<file path="src/rtl/ni_inject.sv">
`default_nettype none
// ============================================================================
//  Module   : ni_inject
//  Purpose  : Network-interface transmitter. Buffers flits from the local PE,
//             allocates a free virtual channel per packet (round-robin) and
//             injects flits one at a time into the router's local input port
//             under the per-VC ack/ready/lock feedback.
//  Revision : 1.0  initial release
// ----------------------------------------------------------------------------
//  Ports
//    clk          in   clock
//    reset        in   asynchronous active-low reset
//    pe_data      in   flit from PE; [DW-1:DW-2] = type (01 head, 00 body,
//                      10 tail, 11 single)
//    pe_valid     in   PE flit valid
//    pe_ready     out  FIFO can accept a flit
//    odata        out  flit to router
//    ovalid       out  flit valid to router
//    ovch         out  VC index of the flit
//    iack         in   per-VC flit accepted
//    irdy         in   per-VC buffer space available
//    ilck         in   per-VC owned by another packet
//    busy         out  FSM not idle or FIFO not empty
//    err_proto    out  sticky: body/tail without open packet, or head inside
//                      an open packet
//    err_timeout  out  sticky: no ack within TIMEOUT cycles in SEND
//    pkt_cnt      out  completed packets (wraps)
// ============================================================================
module ni_inject #(
    parameter int ROUTERID   = 0,
    parameter int DATA_WIDTH = 32,
    parameter int VCH        = 4,
    parameter int VCH_NUM    = 2,
    parameter int FIFO_DEPTH = 4,
    parameter int TIMEOUT    = 255
) (
    input  logic                  clk,
    input  logic                  reset,
    input  logic [DATA_WIDTH-1:0] pe_data,
    input  logic                  pe_valid,
    output logic                  pe_ready,
    output logic [DATA_WIDTH-1:0] odata,
    output logic                  ovalid,
    output logic [VCH_NUM-1:0]    ovch,
    input  logic [VCH-1:0]        iack,
    input  logic [VCH-1:0]        irdy,
    input  logic [VCH-1:0]        ilck,
    output logic                  busy,
    output logic                  err_proto,
    output logic                  err_timeout,
    output logic [15:0]           pkt_cnt
);

    localparam int AW = (FIFO_DEPTH > 1) ? $clog2(FIFO_DEPTH) : 1;
    localparam int TW = $clog2(TIMEOUT + 1);
    localparam logic [AW:0]   c_depth   = (AW+1)'(FIFO_DEPTH);
    localparam logic [AW:0]   c_one     = (AW+1)'(1);
    localparam logic [TW-1:0] c_timeout = TW'(TIMEOUT);

    // The router id is informational only; this empty block merely keeps
    // the parameter referenced.
    if (ROUTERID < 0) begin : g_routerid_info
    end

    typedef enum logic [1:0] {
        S_IDLE  = 2'd0,
        S_ALLOC = 2'd1,
        S_SEND  = 2'd2,
        S_HOLD  = 2'd3
    } state_t;

    // ------------------------------------------------------------------
    // PE flit FIFO
    // ------------------------------------------------------------------
    logic [DATA_WIDTH-1:0] r_mem [FIFO_DEPTH];
    logic [AW-1:0]         r_wr_ptr;
    logic [AW-1:0]         r_rd_ptr;
    logic [AW:0]           r_count;
    logic [AW-1:0]         w_rd_ptr_p1;
    logic                  w_full;
    logic                  w_empty;
    logic                  w_push;
    logic                  w_pop;
    logic [DATA_WIDTH-1:0] w_head;
    logic [DATA_WIDTH-1:0] w_head_next;
    logic                  w_head_start;
    logic                  w_head_end;

    // pe_ready depends only on registered occupancy, never on this cycle's pop.
    assign w_full       = (r_count == c_depth);
    assign w_empty      = (r_count == '0);
    assign w_push       = pe_valid & ~w_full;
    assign w_rd_ptr_p1  = r_rd_ptr + 1'b1;
    assign w_head       = r_mem[r_rd_ptr];
    assign w_head_next  = r_mem[w_rd_ptr_p1];
    assign w_head_start = w_head[DATA_WIDTH-2];   // head (01) or single (11)
    assign w_head_end   = w_head[DATA_WIDTH-1];   // tail (10) or single (11)

    always_ff @(posedge clk) begin
        if (w_push) begin
            r_mem[r_wr_ptr] <= pe_data;
        end
    end

    always_ff @(posedge clk or negedge reset) begin
        if (!reset) begin
            r_wr_ptr <= '0;
            r_rd_ptr <= '0;
            r_count  <= '0;
        end else begin
            if (w_push) begin
                r_wr_ptr <= r_wr_ptr + 1'b1;
            end
            if (w_pop) begin
                r_rd_ptr <= w_rd_ptr_p1;
            end
            unique case ({w_push, w_pop})
                2'b10:   r_count <= r_count + 1'b1;
                2'b01:   r_count <= r_count - 1'b1;
                default: r_count <= r_count;
            endcase
        end
    end

    // ------------------------------------------------------------------
    // Round-robin VC pick: first eligible VC at or above rr_ptr, wrapping
    // ------------------------------------------------------------------
    logic [VCH_NUM-1:0] r_rr_ptr;
    logic [VCH-1:0]     w_elig;
    logic               w_found;
    logic [VCH_NUM-1:0] w_pick;

    assign w_elig = irdy & ~ilck;

    always_comb begin
        w_found = 1'b0;
        w_pick  = '0;
        for (int i = 0; i < VCH; i++) begin
            if (!w_found && w_elig[VCH_NUM'((int'(r_rr_ptr) + i) % VCH)]) begin
                w_found = 1'b1;
                w_pick  = VCH_NUM'((int'(r_rr_ptr) + i) % VCH);
            end
        end
    end

    // ------------------------------------------------------------------
    // Injection FSM
    // ------------------------------------------------------------------
    state_t                r_state;
    state_t                w_state_nxt;
    logic                  r_ovalid;
    logic                  w_ovalid_nxt;
    logic [DATA_WIDTH-1:0] r_odata;
    logic [DATA_WIDTH-1:0] w_odata_nxt;
    logic [VCH_NUM-1:0]    r_ovch;
    logic [VCH_NUM-1:0]    w_ovch_nxt;
    logic [VCH_NUM-1:0]    w_rr_nxt;
    logic [TW-1:0]         r_timer;
    logic [TW-1:0]         w_timer_nxt;
    logic [TW-1:0]         w_timer_inc;
    logic                  r_err_proto;
    logic                  w_err_proto_nxt;
    logic                  r_err_timeout;
    logic                  w_err_timeout_nxt;
    logic [15:0]           r_pkt_cnt;
    logic [15:0]           w_pkt_nxt;

    // Timer saturates at TIMEOUT so the sticky flag never re-arms.
    assign w_timer_inc = (r_timer == c_timeout) ? r_timer : r_timer + 1'b1;

    always_ff @(posedge clk or negedge reset) begin
        if (!reset) begin
            r_state       <= S_IDLE;
            r_ovalid      <= 1'b0;
            r_odata       <= '0;
            r_ovch        <= '0;
            r_rr_ptr      <= '0;
            r_timer       <= '0;
            r_err_proto   <= 1'b0;
            r_err_timeout <= 1'b0;
            r_pkt_cnt     <= '0;
        end else begin
            r_state       <= w_state_nxt;
            r_ovalid      <= w_ovalid_nxt;
            r_odata       <= w_odata_nxt;
            r_ovch        <= w_ovch_nxt;
            r_rr_ptr      <= w_rr_nxt;
            r_timer       <= w_timer_nxt;
            r_err_proto   <= w_err_proto_nxt;
            r_err_timeout <= w_err_timeout_nxt;
            r_pkt_cnt     <= w_pkt_nxt;
        end
    end

    always_comb begin
        w_state_nxt       = r_state;
        w_pop             = 1'b0;
        w_ovalid_nxt      = r_ovalid;
        w_odata_nxt       = r_odata;
        w_ovch_nxt        = r_ovch;
        w_rr_nxt          = r_rr_ptr;
        w_timer_nxt       = r_timer;
        w_err_proto_nxt   = r_err_proto;
        w_err_timeout_nxt = r_err_timeout;
        w_pkt_nxt         = r_pkt_cnt;

        unique case (r_state)
            S_IDLE: begin
                if (!w_empty) begin
                    if (w_head_start) begin
                        w_state_nxt = S_ALLOC;
                    end else begin
                        // Orphan body/tail: discard it.
                        w_pop           = 1'b1;
                        w_err_proto_nxt = 1'b1;
                    end
                end
            end

            S_ALLOC: begin
                if (w_found) begin
                    w_ovch_nxt   = w_pick;
                    w_rr_nxt     = VCH_NUM'((int'(w_pick) + 1) % VCH);
                    w_odata_nxt  = w_head;
                    w_ovalid_nxt = 1'b1;
                    w_state_nxt  = S_SEND;
                end else begin
                    w_ovalid_nxt = 1'b0;
                end
            end

            S_SEND: begin
                // The flit in odata is always the FIFO head while in SEND.
                if (iack[r_ovch]) begin
                    w_pop       = 1'b1;
                    w_timer_nxt = '0;
                    if (w_head_end) begin
                        w_pkt_nxt    = r_pkt_cnt + 16'd1;
                        w_ovalid_nxt = 1'b0;
                        w_state_nxt  = S_IDLE;
                    end else if ((r_count > c_one) && irdy[r_ovch]) begin
                        w_odata_nxt = w_head_next;
                    end else begin
                        w_ovalid_nxt = 1'b0;
                        w_state_nxt  = S_HOLD;
                    end
                end else begin
                    w_timer_nxt = w_timer_inc;
                    if (w_timer_inc == c_timeout) begin
                        w_err_timeout_nxt = 1'b1;
                    end
                end
            end

            S_HOLD: begin
                if (!w_empty) begin
                    if (w_head_start) begin
                        // A new packet start inside an open packet: discard it.
                        w_pop           = 1'b1;
                        w_err_proto_nxt = 1'b1;
                    end else if (irdy[r_ovch]) begin
                        w_odata_nxt  = w_head;
                        w_ovalid_nxt = 1'b1;
                        w_state_nxt  = S_SEND;
                    end
                end
            end

            default: begin
                w_state_nxt  = S_IDLE;
                w_ovalid_nxt = 1'b0;
            end
        endcase
    end

    assign pe_ready    = ~w_full;
    assign odata       = r_odata;
    assign ovalid      = r_ovalid;
    assign ovch        = r_ovch;
    assign busy        = (r_state != S_IDLE) | ~w_empty;
    assign err_proto   = r_err_proto;
    assign err_timeout = r_err_timeout;
    assign pkt_cnt     = r_pkt_cnt;

endmodule
`default_nettype wire
</file>
<file path="config.mk">
export PLATFORM = sky130hd
export DESIGN_NAME = ni_inject
export DESIGN_NICKNAME = d
export VERILOG_FILES = /design/src/rtl/ni_inject.sv
export SDC_FILE = /design/constraint.sdc
export NUM_CORES = 1
export LEC_CHECK = 0
export CAP_MARGIN = 20
export CORE_MARGIN = 8
export CORE_UTILIZATION = 35
export CTS_BUF_LIST = sky130_fd_sc_hd__clkbuf_8
export DETAILED_ROUTE_END_ITERATION = 8
export PLACE_DENSITY = 0.61
export REMOVE_ABC_BUFFERS = 1
export SLEW_MARGIN = 30
export SYNTH_ARGS = -nofsm -noshare
export SYNTH_HDL_FRONTEND = slang
export SYNTH_SLANG_ARGS = --single-unit
</file>
<file path="constraint.sdc">
create_clock -name clk -period 5.7 [get_ports clk]
set_input_delay 0.57 -clock clk [delete_from_list [all_inputs] [get_ports clk]]
set_output_delay 0.57 -clock clk [all_outputs]
set_load 0.02 [all_outputs]
</file>
==> impl_metrics.env <==
export IMPL_outcome="completed"
export IMPL_clk_pin_slew_ns=0.12
export IMPL_ys_ff_latch=200
export IMPL_crit_cells=7
export IMPL_period_share_pct=50.29
export IMPL_worst_path_buf_inv=0
export IMPL_core_um2=26060
export IMPL_synth_cells=618
export IMPL_placed_cell_area_um2=10600
export IMPL_yosysWarnings=0
export IMPL_hold_buffers=0
export IMPL_antenna_left=0
export IMPL_syn_avg_cell_area_um2=14.99
export IMPL_cp_top_family="multiplexers"
export IMPL_cts_tree="yes"
export IMPL_drt_iter0_drc=363
export IMPL_synth_area_um2=9266
export IMPL_fin_skew_ns=0.02049
export IMPL_reg2reg_from="r_rd_ptr[0]"
export IMPL_p_leak_nw=4.079
export IMPL_worst_slew_pin_slew_ns=0.9427
export IMPL_cts_made_buffers=17
export IMPL_antenna_found_initial=0
export IMPL_routed_wl_um=19710
export IMPL_viasPerCell=5.205
export IMPL_rrSetupSlack_ns=2.83
export IMPL_r2r_cells=7
export IMPL_grt_pass1_wl_um=31720
export IMPL_via_count=5497
export IMPL_yosys_area_share_simple_pct=9.398
export IMPL_peakVddDrop_v=0.0003051
export IMPL_root_buffer="clkbuf_8"
export IMPL_critPathMaxFanout=20
export IMPL_grt_overflow=0
export IMPL_crit_slowest_cell="dfrtp_4"
export IMPL_synth_compound_area_share_pct=3.335
export IMPL_drv_slew=0
export IMPL_port_buffer_count=101
export IMPL_slew_headroom_pct=37.15
export IMPL_cts_resized_gates=0
export IMPL_hold_violations=0
export IMPL_synth_xor_xnor_area_share_pct=2.174
export IMPL_drc=0
export IMPL_firstDrtPassIters=4
export IMPL_setup_viol=0
export IMPL_synth_edf_count=128
export IMPL_grtUsageTotal_pct=12.79
export IMPL_final_setup_tns_ns=0
export IMPL_finalNetCount=765
export IMPL_clk_path_buf_depth=2
export IMPL_insertion_delay_ns=0.48
export IMPL_htreeDepth=4
export IMPL_drive_gt1_share_pct=20.11
export IMPL_period_minus_slack_ns=2.867
export IMPL_synth_distinct_cells=48
export IMPL_powerDensity_nw_per_um2=516.1
export IMPL_dominantRegCellSynth="edfxtp_1"
export IMPL_layout_cells_non_filler=1056
export IMPL_synthArstFlopShare_pct=36.00
export IMPL_area_delta_synth_final_pct=19.34
export IMPL_chipHeight_um=178.7
export IMPL_max_cap_violations=0
export IMPL_die_x_um=178.7
export IMPL_diodes=0
export IMPL_cp_required_ns=6.08
export IMPL_synth_top_cell_area_share_pct=41.48
export IMPL_yosys_area_top_type="edfxtp_1"
export IMPL_rows=59
export IMPL_grt_pass1_vias=5879
export IMPL_synth_area_leaders="edfxtp_1, dfrtp_1, mux4_2"
export IMPL_r2r_end="r_count[2]"
export IMPL_wl_per_cell_um=18.66
export IMPL_dpl_hpwl_um=12850
export IMPL_critical_path_cell_chain="mux4_2 -> or4_1 -> o211ai_1 -> ha_1 -> mux2i_1 -> nor2_1 -> xor2_1"
export IMPL_synth_yosys_seq_area_share_pct=60.92
export IMPL_gp_congestion=0.7955
export IMPL_synth_top_family_by_area="multiplexers"
export IMPL_rsz0062_at_grt="false"
export IMPL_max_freq_ghz=0.3488
export IMPL_fillers=2334
export IMPL_postCtsSetupBuffers=0
export IMPL_critPathLaunch="r_rd_ptr[0]"
export IMPL_worstSetupPathType="reg -> reg"
export IMPL_max_stage_delay_ns=0.68
export IMPL_startpoint_type="flip-flop"
export IMPL_start_util_pct=35.56
export IMPL_post_place_cells=1023
export IMPL_synthAdderAreaFrac_pct=1.350
export IMPL_dieArea_um2=31940
export IMPL_fin_area_um2=11060
export IMPL_ios=102
export IMPL_arrival_ns=3.24
export IMPL_min_path_type="in -> async"
export IMPL_clock_sinks=200
export IMPL_cp_end_kind="flip-flop"
export IMPL_yosys_mux_area_fraction_pct=20.60
export IMPL_grt_max_degree=73
==> cell families (layout without fill, tap and decap cells) <==
| kind of cell | count (synthesis) | after routing |
|---|---|---|
| DFF | 200 | 200 |
| and+or+nand+nor | 188 | 188 |
| muxes | 104 | 104 |
| AOI/OAI and AO/OA | 47 | 47 |
| buffers and inverters | 46 | 149 |
| xor gates and xnor gates | 23 | 23 |
| adders and majority gates | 10 | 10 |
==> per-layer routing <==
metal | share of wire, % | routed length [µm] | vias up | GRT usage [%]
met3 | 5.7 | 1126 | 17 | 2.949
met5 | 0 | 0 | - | 0
li1 | - | - | 2525 | -
met1 | 42 | 8374 | 2816 | 15.87
met4 | 1.2 | 244 | 0 | 3.824
met2 | 51 | 9964 | 139 | 21.94
==> cells in the mapped netlist (all sizes together) (2+ instances only) <==
| master | count |
|---|---|
| inv | 11 |
| o22ai | 4 |
| edfxtp | 128 |
| and4 | 6 |
| o21ai | 18 |
| nor2 | 12 |
| xnor2 | 19 |
| nand4 | 10 |
| and2 | 2 |
| clkbuf | 22 |
| buf | 13 |
| a21oi | 7 |
| a41o | 2 |
| ha | 10 |
| dfrtp | 72 |
| xor2 | 4 |
| a21o | 2 |
| nand2b | 8 |
| mux4 | 66 |
| nand2 | 116 |
| and3 | 13 |
| nand3 | 7 |
| a22o | 2 |
| o211ai | 2 |
| o21bai | 2 |
| mux2 | 34 |
| nor3 | 4 |
| mux2i | 4 |
| nor2b | 4 |
==> state kept, by name (all words and copies together), names as in the netlist <==
signal       flops
err_timeout      1
err_proto        1
ovch             2
odata           32
r_timer          8
ovalid           1
r_state          2
pkt_cnt         16
r_rr_ptr         2
r_rd_ptr         2
r_mem          128
r_wr_ptr         2
r_count          3
==> power by group <==
part	internal (W)	switching [W]
combinational	0.00128	0.00125
sequential	0.00195	0.000304
clock	0.000343	0.000581
total	0.00358	0.00213
==> placed cells by master (no fill, tap or decap), types with 10 or more instances in the layout <==
cell type,instances
clkbuf_8,17
clkdlybuf4s50_1,100
dfrtp_1,70
edfxtp_1,128
ha_1,10
inv_1,11
mux2_2,31
mux4_2,66
nand2_1,116
nand4_1,10
nor2_1,12
o21ai_0,18
xnor2_1,19
==> area by class of cell <==
type | instances | area [µm²] | area share (%)
sequential | 200 | 5650 | 51.10
tap | 335 | 419.2 | 3.790
inverter | 11 | 41.29 | 0.3734
clock buffer | 17 | 234.0 | 2.116
timing repair buffer | 106 | 1090 | 9.855
multi-input combinational | 372 | 3436 | 31.07
clock inverter | 15 | 187.7 | 1.697
==> worst max-delay path by stage <==
stage | slack (ns) | end
2_1_floorplan | 0.96 | odata[0]
3_3_place_gp | 2.86 | pkt_cnt[15]
3_5_place_dp | 2.81 | r_count[2]
4_1_cts | 2.80 | r_count[2]
5_1_grt | 2.68 | r_count[2]
6_report | 2.83 | r_count[2]
==> worst register-to-register path: stages (launching register included) <==
cell and delay, ns:
dfrtp_4 0.68, mux4_2 0.62, or4_1 0.52, o211ai_1 0.24
ha_1 0.29, mux2i_1 0.21, nor2_1 0.07, xor2_1 0.14
==> per-stage QoR <==
step	utilization, %	worst slack [ns]	total power [W]	hold WS (ns)
after global routing	42.44	2.679	0.006102	0.1616
after floorplan	-	0.9576	0.003996	0.2744
after CTS	42.30	2.800	0.005774	0.2620
after detailed placement	40.68	2.808	0.004848	0.4722
after global placement	40.57	2.859	0.004734	0.4734
final	42.44	2.833	0.005707	0.1188
Note: power is estimated with default switching activity, not from simulation.
